===== config.mk =====
export PLATFORM = sky130hd
export DESIGN_NAME = pwm_output_scheduler
export DESIGN_NICKNAME = d
export VERILOG_FILES = /design/src/rtl/pwm_output_scheduler.sv
export SDC_FILE = /design/constraint.sdc
export NUM_CORES = 1
export LEC_CHECK = 0
export BUFFER_PORTS_ARGS = -buffer_cell sky130_fd_sc_hd__buf_2
export CELL_PAD_IN_SITES_DETAIL_PLACEMENT = 0
export CELL_PAD_IN_SITES_GLOBAL_PLACEMENT = 2
export CORE_UTILIZATION = 41
export DETAILED_ROUTE_END_ITERATION = 12
export GPL_ROUTABILITY_DRIVEN = 0
export PLACE_DENSITY_LB_ADDON = 0.1
export SLEW_MARGIN = 0
export SYNTH_ARGS = -nofsm -noshare
export SYNTH_HDL_FRONTEND = slang
export SYNTH_SLANG_ARGS = --single-unit
export TNS_END_PERCENT = 1

===== constraint.sdc =====
create_clock -name clk -period 5.9 [get_ports clk]
set_input_delay 0 -clock clk [delete_from_list [all_inputs] [get_ports clk]]
set_output_delay 0 -clock clk [all_outputs]
set_load 0.01 [all_outputs]

===== src/rtl/pwm_output_scheduler.sv =====
// rtl/pwm_output_scheduler.sv - switch-driven PWM source selector with period-aligned blanking
module pwm_output_scheduler #(
    parameter int DEBOUNCE_CYCLES = 1_000_000,
    parameter int BLANK_PERIODS   = 1
) (
    input  logic       clk,
    input  logic       rst_n,
    input  logic [3:0] sw,
    input  logic       period_tick,
    input  logic       linear_in,
    input  logic       sin_in,
    input  logic       r_in,
    input  logic       g_in,
    input  logic       b_in,
    input  logic       servo_in,
    output logic [2:0] rgb,
    output logic       servo_out,
    output logic [2:0] mode,
    output logic       switching
);

    localparam int CNT_W = (DEBOUNCE_CYCLES > 1) ? $clog2(DEBOUNCE_CYCLES) : 1;
    localparam logic [CNT_W-1:0] CNT_MAX = CNT_W'(DEBOUNCE_CYCLES - 1);
    localparam logic [7:0] BLANK_N = 8'(BLANK_PERIODS);

    localparam logic [2:0] MODE_OFF     = 3'd0;
    localparam logic [2:0] MODE_LINEAR  = 3'd1;
    localparam logic [2:0] MODE_SINE    = 3'd2;
    localparam logic [2:0] MODE_RAINBOW = 3'd3;
    localparam logic [2:0] MODE_SERVO   = 3'd4;

    typedef enum logic [1:0] {
        ST_RUN   = 2'd0,
        ST_PEND  = 2'd1,
        ST_BLANK = 2'd2
    } state_t;

    state_t           state;
    logic [3:0]       sw_m;
    logic [3:0]       sw_s;
    logic [2:0]       cand;
    logic [2:0]       cand_q;
    logic [2:0]       req_mode;
    logic [CNT_W-1:0] deb_cnt;
    logic [7:0]       blank_cnt;
    logic [7:0]       blank_nxt;

    assign blank_nxt = blank_cnt + 8'd1;
    assign switching = (state != ST_RUN);

    // Two-flop synchroniser for the raw asynchronous switches
    always_ff @(posedge clk or negedge rst_n) begin
        if (!rst_n) begin
            sw_m <= 4'b0000;
            sw_s <= 4'b0000;
        end else begin
            sw_m <= sw;
            sw_s <= sw_m;
        end
    end

    // Fixed-priority encode: lowest-numbered active switch wins
    always_comb begin
        cand = MODE_OFF;
        if (sw_s[0])      cand = MODE_LINEAR;
        else if (sw_s[1]) cand = MODE_SINE;
        else if (sw_s[2]) cand = MODE_RAINBOW;
        else if (sw_s[3]) cand = MODE_SERVO;
    end

    // Debounce: any change of the candidate restarts the stability count
    always_ff @(posedge clk or negedge rst_n) begin
        if (!rst_n) begin
            cand_q   <= MODE_OFF;
            deb_cnt  <= '0;
            req_mode <= MODE_OFF;
        end else begin
            cand_q <= cand;
            if (cand != cand_q) begin
                deb_cnt <= '0;
            end else if (deb_cnt != CNT_MAX) begin
                deb_cnt <= deb_cnt + 1'b1;
            end
            // Only accept a candidate that is still unchanged on the saturated cycle,
            // so a change landing on that cycle cannot slip through undebounced
            if (deb_cnt == CNT_MAX && cand == cand_q) begin
                req_mode <= cand;
            end
        end
    end

    // Mode switch FSM: changes wait for a period boundary, then blank for whole periods
    always_ff @(posedge clk or negedge rst_n) begin
        if (!rst_n) begin
            state     <= ST_RUN;
            mode      <= MODE_OFF;
            blank_cnt <= 8'd0;
        end else begin
            case (state)
                ST_RUN: begin
                    if (req_mode != mode) begin
                        state <= ST_PEND;
                    end
                end
                ST_PEND: begin
                    if (req_mode == mode) begin
                        state <= ST_RUN;
                    end else if (period_tick) begin
                        if (BLANK_N == 8'd0) begin
                            mode  <= req_mode;
                            state <= ST_RUN;
                        end else begin
                            blank_cnt <= 8'd0;
                            state     <= ST_BLANK;
                        end
                    end
                end
                ST_BLANK: begin
                    // Blanking always runs to completion; exit takes whatever is requested now
                    if (period_tick) begin
                        blank_cnt <= blank_nxt;
                        if (blank_nxt == BLANK_N) begin
                            mode  <= req_mode;
                            state <= ST_RUN;
                        end
                    end
                end
                default: begin
                    state <= ST_RUN;
                end
            endcase
        end
    end

    // Registered pin mux; servo pin is driven only while servo mode is live
    always_ff @(posedge clk or negedge rst_n) begin
        if (!rst_n) begin
            rgb       <= 3'b000;
            servo_out <= 1'b0;
        end else begin
            rgb       <= 3'b000;
            servo_out <= 1'b0;
            if (state != ST_BLANK) begin
                case (mode)
                    MODE_LINEAR:  rgb <= {2'b00, linear_in};
                    MODE_SINE:    rgb <= {sin_in, 2'b00};
                    MODE_RAINBOW: rgb <= {b_in, g_in, r_in};
                    MODE_SERVO:   servo_out <= servo_in;
                    default:      rgb <= 3'b000;
                endcase
            end
        end
    end

endmodule

; ---- Word level (Yosys, flattened, before mapping)
; Cells that the tools add are included.
[word_totals]
register_bits = 51
latch_bits = 0
mem_bits_rw = 0
rom_bits = 0
input_bits = 13
out_inout_bits = 8
elab_cells = 60
memories = 0
[op_classes]
addsub = 2
multipliers = 0
div_mod_pow = 0
magnitude_cmp = 0
eq_ne = 20
n_shift = 0
mux = 20
bitwise = 0
n_reduce_logical = 8
[op_table]
columns = cell, count
row1 = 20-bit 2-to-1 mux, 2
row2 = 8-bit 2-to-1 mux, 3
row3 = 20-bit by 1-bit adder with 20-bit output (second input constant), 1
row4 = 20-bit == test (second input constant), 1
row5 = 20-bit inequality test (second input constant), 1
row6 = 8-bit case mux with 2 select lines, 1
row7 = 3-bit 2-to-1 mux, 5
row8 = 2-bit inequality test (second input constant), 6
row9 = 2-bit 2-to-1 mux, 5
row10 = 3-bit case mux with 3 select lines, 1
row11 = 8-bit by 1-bit adder with 8-bit output (second input constant), 1
row12 = 8-bit by 1-bit == test with 1-bit output (second input constant), 1
row13 = 4-bit AND reduction, 2
row14 = 3-bit by 2-bit == test with 1-bit output (second input constant), 2
row15 = 3-bit == test, 2
row16 = 3-bit inequality test, 2
row17 = 2-bit case mux with 3 select lines, 1
row18 = 2-bit nonzero test, 3
row19 = 3-bit by 1-bit == test with 1-bit output (second input constant), 1
row20 = 3-bit == test (second input constant), 1
row21 = 3-bit inequality test (second input constant), 1
row22 = 3-bit AND reduction, 1
row23 = 2-bit by 1-bit == test with 1-bit output (second input constant), 1
row24 = 2-bit == test (second input constant), 1
row25 = other kinds (3), 4

; ---- Depth between registers and ports, before layout
; Gate-level depths: netlist (run 1).
[depth]
word_depth = 6
mapped_depth = 6
mapped_depth_nobuf = 6

; ---- Worst setup path after synthesis (run 1)
; OpenSTA, ideal clock, no wires.
[synth_path]
path_kind = register to register
start = register blank_cnt[0]
end = register mode[0]
setup_ps = 125
t_arrival_ps = 1901
required_time_ps = 5775
path_slack_ps = 3873
stages_incl_launch_ff = 7
path_buffers = 0
period_less_slack_ps = 2027
cell_sequence = dfrtp_1 ha_1 nand3_4 o21ai_2 nand4_1 or4_4 mux2_4
[synth_between]
elab_chain_cells = 3
[synth_lines]
columns = item, line
row1 = "start, declared", 45  ; logic [7:0] blank_cnt;
row2 = "start signal, assigned", 121  ; blank_cnt <= blank_nxt;
row3 = 8-bit by 1-bit adder with 8-bit output, 48  ; assign blank_nxt = blank_cnt + 8'd1;
row4 = 8-bit by 1-bit == test with 1-bit output, 122  ; if (blank_nxt == BLANK_N) begin
row5 = 3-bit AND reduction (no source line), -
row6 = "end signal, assigned", 110  ; mode <= req_mode;
row7 = "end signal, assigned", 123  ; mode <= req_mode;
row8 = "end, declared", 18  ; output logic [2:0] mode,
; Every way passes these cells.
; A chain may end at the register's enable or synchronous reset.

; ---- Worst setup path after layout (run 1)
[layout_path]
start = register sw_s[1]
end = register deb_cnt[2]
[layout_between]
elab_chain_cells = 4
word_cells_on_any_way = 5
classes_between = eq/ne: 1 / mux: 3 / reduce/logical: 1
[layout_lines]
columns = item, line
row1 = "start, declared", 40  ; logic [3:0] sw_s;
row2 = "start signal, assigned", 58  ; sw_s <= sw_m;
row3 = 3-bit 2-to-1 mux (*), 66  ; else if (sw_s[1]) cand = MODE_SINE;
row4 = 3-bit 2-to-1 mux (*), 65  ; if (sw_s[0]) cand = MODE_LINEAR;
row5 = net cand[2], 41  ; logic [2:0] cand;
row6 = 3-bit inequality test (*), 79  ; if (cand != cand_q) begin
row7 = 20-bit 2-to-1 mux / 2-bit nonzero test (equally long branches), -
row8 = "end signal, assigned", 82  ; deb_cnt <= deb_cnt + 1'b1;
row9 = "end, declared", 44  ; logic [CNT_W-1:0] deb_cnt;
; Mark *: on every way through the listed nets, which the timed path passes. The rest lies on a longest branch.

==> flow_metrics.tcl, run 1 <==
set metrics [dict create \
    p_int_mw 0.509 \
    hold_violations 0 \
    netlist_top_cells_area "dfrtp_1 54%, xnor2_1 5.9%, nor2_1 5.2%" \
    crit_path_top_delay_cell "nand3_1" \
    synth_edf_count 0 \
    fin_tns_setup_ps 0 \
    setup_ws_ps 3660 \
    synth_flop_cell "dfrtp_1" \
    synth.distinct_cells 36 \
    seq_area_sq_um 1280 \
    wl_per_cell_microns 13.1 \
    postSynthAreaPerCell_sq_um 10.4 \
    crit_arrival_ps 2440 \
    required_ps 6100 \
    syn_area_sq_um 2380 \
    sw_frac_of_total_pct 30.9 \
    combPwrFrac_pct 17.3 \
    maxSlewHeadroom_pct 48.3 \
    clk_pin_slew_ps 100 \
    synth_top_area_share_pct 53.6 \
    rows 27 \
    p_leak_nw 1.23 \
    drive_gt1_share_pct 15.9 \
    die_w_microns 78.2 \
    cts_tree "yes" \
    wl_mm 4.41 \
    rsz0062_at_grt "false" \
    drc 0 \
    ctsResizeCount 0 \
    diodes 0 \
    worst_slew_pin_slew_ps 768 \
    multiInputGateArea_sq_um 1070 \
    via_count 1703 \
    clockPowerShare_pct 29.3 \
    slew_violations 0 \
    period_minus_slack_ps 2240 \
    yosys_warnings 0 \
    drtPass1Iterations 5 \
    final_nets 279 \
    grt_pass1_wl_mm 7.81 \
    ir_drop_v 0.000114 \
    path_buf_inv 0 \
    grt_antenna_before_repair 0 \
    powerDensity_nw_per_um2 265 \
    status "finished clean" \
    core_sq_um 5540 \
    dpl_worst_slack_ps 3610 \
    cts_setup_buffers 0 \
    hp-class "in2async" \
    synth_cells 228 \
    io_pins 21 \
    worstPathMaxFanout 20 \
    synth.top_cells.by_count "51 x dfrtp_1, 33 x nor2_1, 20 x nand2_1" \
    track_usage_pct 16.2 \
    critPathTopFamily "simple AND/OR/NAND/NOR gates" \
    switchingPower_mw 0.227 \
    drtIter0Drc 106 \
    areaGrowthSynthToFinish_pct 16.5 \
    clk-insertion-delay-late_ps 310 \
    fillCellCount 527 \
    drv_cap 0 \
    yosys.area.top_type "dfrtp_1" \
    root_buffer "clkbuf_8" \
    ys_seq_area_share_pct 53.6 \
    synth_most_common_cell "dfrtp_1" \
    async_flop_share_pct 100 \
    start_util_pct 43.0 \
    dp.final_hpwl_mm 2.96 \
    worstPathCellList "nor4b_1, xnor2_1, nand3_1, a211oi_1" \
    gr-total-overflow 0 \
    route.antenna.remaining_nets 0 \
    finalSetupViolCount 0 \
    numCtsBuffers 5 \
    clock_skew_ps 8.73 \
    port_buffers 20 \
    timing.fmax_mhz 446 \
    ctsLongestPathBuffers 2 \
    critPathKind "reg2reg" \
    die_h_microns 78.2 \
    crit_path_end_kind "register" \
    p_seq_share_pct 53.4 \
    fin_crit_sh_pct 38.0 \
    synth-seq-cells 51 \
    grt_pass1_vias 1683 \
    cpPeakStageDelay_ps 570 \
    syn-num-nets 244 \
    htree_num_levels 2 \
    clock-sinks 51 \
    grt_max_degree 52 \
    die_area_sq_um 6120 \
    avgViaCountPerCell 5.07 \
    cp-start-kind "register" \
]
-- final cells by class --
class / instances / area share [%]
sequential: 51 / 46.0
multi-input combinational: 168 / 38.5
timing repair buffer: 33 / 8.21
tap: 72 / 3.25
clock buffer: 5 / 2.48
clock inverter: 3 / 1.04
inverter: 4 / 0.541
-- power by group through the flow --
stage	clock (mW)	sequential (mW)	combinational (mW)
2_1_floorplan	0	0.390	0.0930
3_3_place_gp	0	0.399	0.121
3_5_place_dp	0	0.398	0.123
4_1_cts	0.223	0.392	0.128
5_1_grt	0.238	0.396	0.145
6_report	0.216	0.393	0.127
-- worst reg2reg max path: stages, from the launching register on --
cell and delay, ps:
dfrtp_1 410, nor4b_1 530, xnor2_1 200, nand3_1 570, a211oi_1 430
-- stage by stage --
stage                     power, mW  cell area, sq um  utilization, %  cells  hold slack [ps]
after floorplan               0.483              2380               -    228             -296
after global placement        0.520              2560            46.2    316              108
after detailed placement      0.521              2560            46.2    316              109
after CTS                     0.744              2780            50.1    336              312
after global routing          0.779              2780            50.1    336              303
final                         0.736              2780            50.1    336              318
-- per-layer routing --
| layer | part of all wire (%) | global-route usage, % |
|---|---|---|
| met2 | 47 | 26.9 |
| met5 | 0 | 0 |
| met4 | 0.98 | 4.44 |
| met1 | 49 | 21.0 |
| met3 | 3.7 | 4.19 |
-- registers in the layout, indices dropped and copies added, names as in the netlist --
signal / cells
cand_q: 3
sw_s: 4
servo_out: 1
rgb: 3
blank_cnt: 8
sw_m: 4
state: 2
req_mode: 3
deb_cnt: 20
mode: 3
-- worst paths after layout --
check	startpoint	end	slack (ps)	cells after the start
setup / recovery	sw_s[1]	deb_cnt[2]	3660	4
hold / removal	rst_n	deb_cnt[2]	320	3
setup reg to reg	sw_s[1]	deb_cnt[2]	3660	4
hold reg to reg	sw_m[2]	sw_s[2]	360	0
max in group asynchronous	rst_n	req_mode[1]	5160	3
min in group clk	sw[2]	sw_m[2]	320	2
-- logic make-up after synthesis --
group / count (synthesis) / synth area share, %
adder cells (fa/ha/maj): 3 / 1.58
AO/OA/AOI/OAI: 26 / 7.09
AND/OR/NAND/NOR: 105 / 22.4
flip-flops: 51 / 53.6
XOR/XNOR: 24 / 8.82
buffers and inverters: 9 / 1.58
multiplexers: 10 / 4.99
-- layout by cell type, fill, tap and decap left out, drive strengths merged, types with 2 or more instances in the layout --
cell / count
clkbuf: 5
mux2: 6
buf: 21
inv: 5
or4: 3
and2: 3
and3: 8
or2: 2
o31ai: 6
a22o: 2
a21oi: 2
nand2: 20
nor3: 7
nor4: 3
a31oi: 4
dfrtp: 51
nor2b: 2
clkinv: 2
mux2i: 4
nor2: 34
nand2b: 2
ha: 3
nor4b: 2
dlygate4sd3: 12
or3: 2
xor2: 8
o21ai: 9
nand4: 4
nand3: 13
xnor2: 16
-- what timing repair did --
| item | 4_1_cts | 5_1_grt |
|---|---|---|
| endpoints found under the hold margin | 60 | 0 |
| hold buffers | 12 | 0 |
| endpoints found under the setup margin | 0 | 0 |
Power figures use the tool's default switching activity.
==> run 2: changes to the inputs <==
--- a/config.mk
+++ b/config.mk
@@ -5,10 +5,11 @@
 export SDC_FILE = /design/constraint.sdc
 export NUM_CORES = 1
 export LEC_CHECK = 0
+export ABC_AREA = 1
 export BUFFER_PORTS_ARGS = -buffer_cell sky130_fd_sc_hd__buf_2
 export CELL_PAD_IN_SITES_DETAIL_PLACEMENT = 0
 export CELL_PAD_IN_SITES_GLOBAL_PLACEMENT = 2
-export CORE_UTILIZATION = 41
+export CORE_UTILIZATION = 32
 export DETAILED_ROUTE_END_ITERATION = 12
 export GPL_ROUTABILITY_DRIVEN = 0
 export PLACE_DENSITY_LB_ADDON = 0.1
==> constraint.sdc (replaced) <==
create_clock -name clk -period 2.05 [get_ports clk]
set_input_delay 0 -clock clk [delete_from_list [all_inputs] [get_ports clk]]
set_output_delay 0 -clock clk [all_outputs]
set_load 0.01 [all_outputs]
==> run 2 against run 1 <==
  * Clock power increased to 3.3 times the previous value
  * Power increased to 2.5 times the previous value
  * First-iteration DRC count is 54% lower
  * Hold slack got worse by 310 ps
  * Wire length up 30%
  * Final cell count rose by 39%
  * Area after synthesis increased by 12%
  * Combinational power shrank 10%
  * Critical path type unchanged
  * Critical endpoint is now mode[0]
==> flow_metrics.tcl, run 2 <==
set metrics [dict create \
    clk_pin_slew_ps 100 \
    syn_area_sq_um 2660 \
    finalSetupViolCount 0 \
    synth_edf_count 0 \
    track_usage_pct 14.9 \
    rsz0062_at_grt "false" \
    yosys.area.top_type "dfrtp_1" \
    met3_wirelength_microns 106 \
    final_cell_mix "88 x nand2_1, 51 x dfrtp_1, 41 x inv_1" \
    sw_frac_of_total_pct 23.2 \
    final_common_cell "nand2_1" \
    numCtsBuffers 5 \
    dp.final_hpwl_mm 4.21 \
    reg2reg_from "blank_cnt[0]" \
    required_ps 2290 \
    drive_gt1_share_pct 17.2 \
    synth_cells 329 \
    worst_hold_path.endpoint "rgb[2]" \
    io_pins 21 \
    period_minus_slack_ps 1720 \
    reg2reg_slack_ps 330 \
    fin_crit_sh_pct 84.0 \
    postSynthAreaPerCell_sq_um 8.08 \
    cts_tree "yes" \
    top_regs "deb_cnt (20), blank_cnt (8)" \
    fin_tns_setup_ps 0 \
    ir_drop_v 0.000253 \
    synth.distinct_cells 31 \
    crit_path_end_kind "register" \
    largest_reg_flops 20 \
    p_leak_nw 1.50 \
    switchingPower_mw 0.431 \
    grt_pass1_vias 2099 \
    grt_max_degree 52 \
    grt_pass1_wl_mm 9.95 \
    cp-startpoint "blank_cnt[0]" \
    min-delay-start "sin_in" \
    ys_seq_area_share_pct 48.0 \
    clockPowerShare_pct 38.0 \
    wl_mm 5.73 \
    die_h_microns 93.2 \
    core_sq_um 7890 \
    die_area_sq_um 8680 \
    setup_ws_ps 328 \
    grt_antenna_before_repair 0 \
    route.antenna.remaining_nets 0 \
    final_nets 381 \
    dpl_worst_slack_ps 343 \
    timing.fmax_mhz 581 \
    worst_slew_pin_slew_ps 676 \
    highest_layer "met4" \
    slew_violations 0 \
    crit_arrival_ps 1970 \
    cts_setup_buffers 0 \
    start_util_pct 33.7 \
    powerDensity_nw_per_um2 603 \
    synth_flop_cell "dfrtp_1" \
    diodes 0 \
    worstPathMaxFanout 8 \
    hold_violations 0 \
    clk-insertion-delay-late_ps 300 \
    maxSlewHeadroom_pct 54.9 \
    drtIter0Drc 49 \
    htree_num_levels 2 \
    p_seq_share_pct 55.9 \
    avgViaCountPerCell 4.53 \
    clock-sinks 51 \
    combPwrFrac_pct 6.1 \
    die_w_microns 93.2 \
    top_register "deb_cnt" \
    met2WireLength_mm 2.95 \
    drtPass1Iterations 4 \
    clock_skew_ps 7.13 \
    gr-total-overflow 0 \
    critPathKind "reg2reg" \
    cp-start-kind "register" \
    netlist_top_cells_area "dfrtp_1 48%, nand2_1 12%, inv_1 5.8%" \
    synth_most_common_cell "nand2_1" \
    syn-num-nets 345 \
    wl_per_cell_microns 12.2 \
    worstReg2RegEnd "mode[0]" \
    synth-seq-cells 51 \
    drv_cap 0 \
    drc 0 \
    synth.top_cells.by_count "88 x nand2_1, 51 x dfrtp_1, 41 x inv_1" \
    ctsLongestPathBuffers 2 \
    synth_top_area_share_pct 48.0 \
    rows 32 \
    hold_depth 3 \
    fillCellCount 814 \
    root_buffer "clkbuf_8" \
    yosys_warnings 0 \
    port_buffers 20 \
    wl_met1_mm 2.61 \
    hp-class "in2reg" \
    async_flop_share_pct 100 \
    status "finished clean" \
    reg2regPathDepth 9 \
    areaGrowthSynthToFinish_pct 16.1 \
    p_int_mw 1.43 \
    via_count 2120 \
]
[run 2: changes by cell type after synthesis, moves of 4 or more]
cell / before / now
a21oi_1: 2 / 9
a31oi_1: 4 / 0
and3_1: 8 / 0
inv_1: 4 / 41
inv_2: 0 / 6
nand2_1: 20 / 88
nand2_2: 0 / 5
nand3_1: 12 / 18
nand4_1: 4 / 11
nor2_1: 33 / 37
nor2_2: 0 / 7
o31ai_1: 6 / 1
xnor2_1: 16 / 5
[run 2: area by class of cell]
cell class / count / area (sq um) / area share [%]
clock buffers: 5 / 68.8 / 2.23
clock inverters: 3 / 43.8 / 1.42
inverters: 47 / 176 / 5.71
multi-input cells: 228 / 1180 / 38.3
flip-flops and latches: 51 / 1280 / 41.3
well taps: 102 / 128 / 4.13
repair buffers: 32 / 213 / 6.89
[run 2: metrics by stage]
stage          cell area (sq um)  instances  hold slack [ps]  total power [mW]  util [%]
6_report                    3090        468             10.5              1.86      39.1
5_1_grt                     3090        468             25.3              1.96      39.1
4_1_cts                     3090        468            0.591              1.90      39.1
3_5_place_dp                2890        451              110              1.17      36.6
3_3_place_gp                2890        451              109              1.17      36.6
2_1_floorplan               2660        329             -296              1.11         -
[run 2: critical path: stages (launching register included)]
cell and delay (ps):
dfrtp_1 510, ha_1 270, nand3_1 130, o21ai_0 170, nand2_1 100, nor2_2 150
nand3_2 100, nor2_2 140, nand2_1 70, nand2_1 50
[run 2: power by group through the flow]
stage	Combinational [mW]	Clock [mW]	Sequential (mW)
after global placement	0.108	0	1.06
after CTS	0.119	0.739	1.04
after detailed placement	0.107	0	1.06
after global routing	0.132	0.778	1.04
after floorplan	0.0568	0	1.06
final	0.114	0.707	1.04
[run 2: per-layer routing]
metal,vias to the layer above,global-route usage (%)
li1,1115,-
met1,988,18.4
met2,12,26.0
met3,5,3.17
met4,0,4.23
met5,-,0
[run 2: cells by family after synthesis]
| group | share of synthesized area (%) |
|---|---|
| mux | 0.376 |
| fa+ha+maj | 1.41 |
| buf+inv | 7.53 |
| flops | 48.0 |
| xor+xnor | 3.62 |
| simple gates | 34.3 |
| compound gates | 4.80 |
[run 2: how the worst max path moves through the flow]
stage / slack [ps] / end
6_report: 330 / mode[0]
3_3_place_gp: 330 / mode[2]
4_1_cts: 310 / mode[0]
2_1_floorplan: 580 / mode[1]
5_1_grt: 40 / mode[1]
3_5_place_dp: 340 / mode[2]
[run 2: what timing repair did]
| action | CTS | global route |
|---|---|---|
| hold endpoints to repair | 58 | 0 |
| gates resized for setup | 0 | 0 |
| endpoints found under the setup margin | 0 | 0 |
| hold buffers | 9 | 0 |
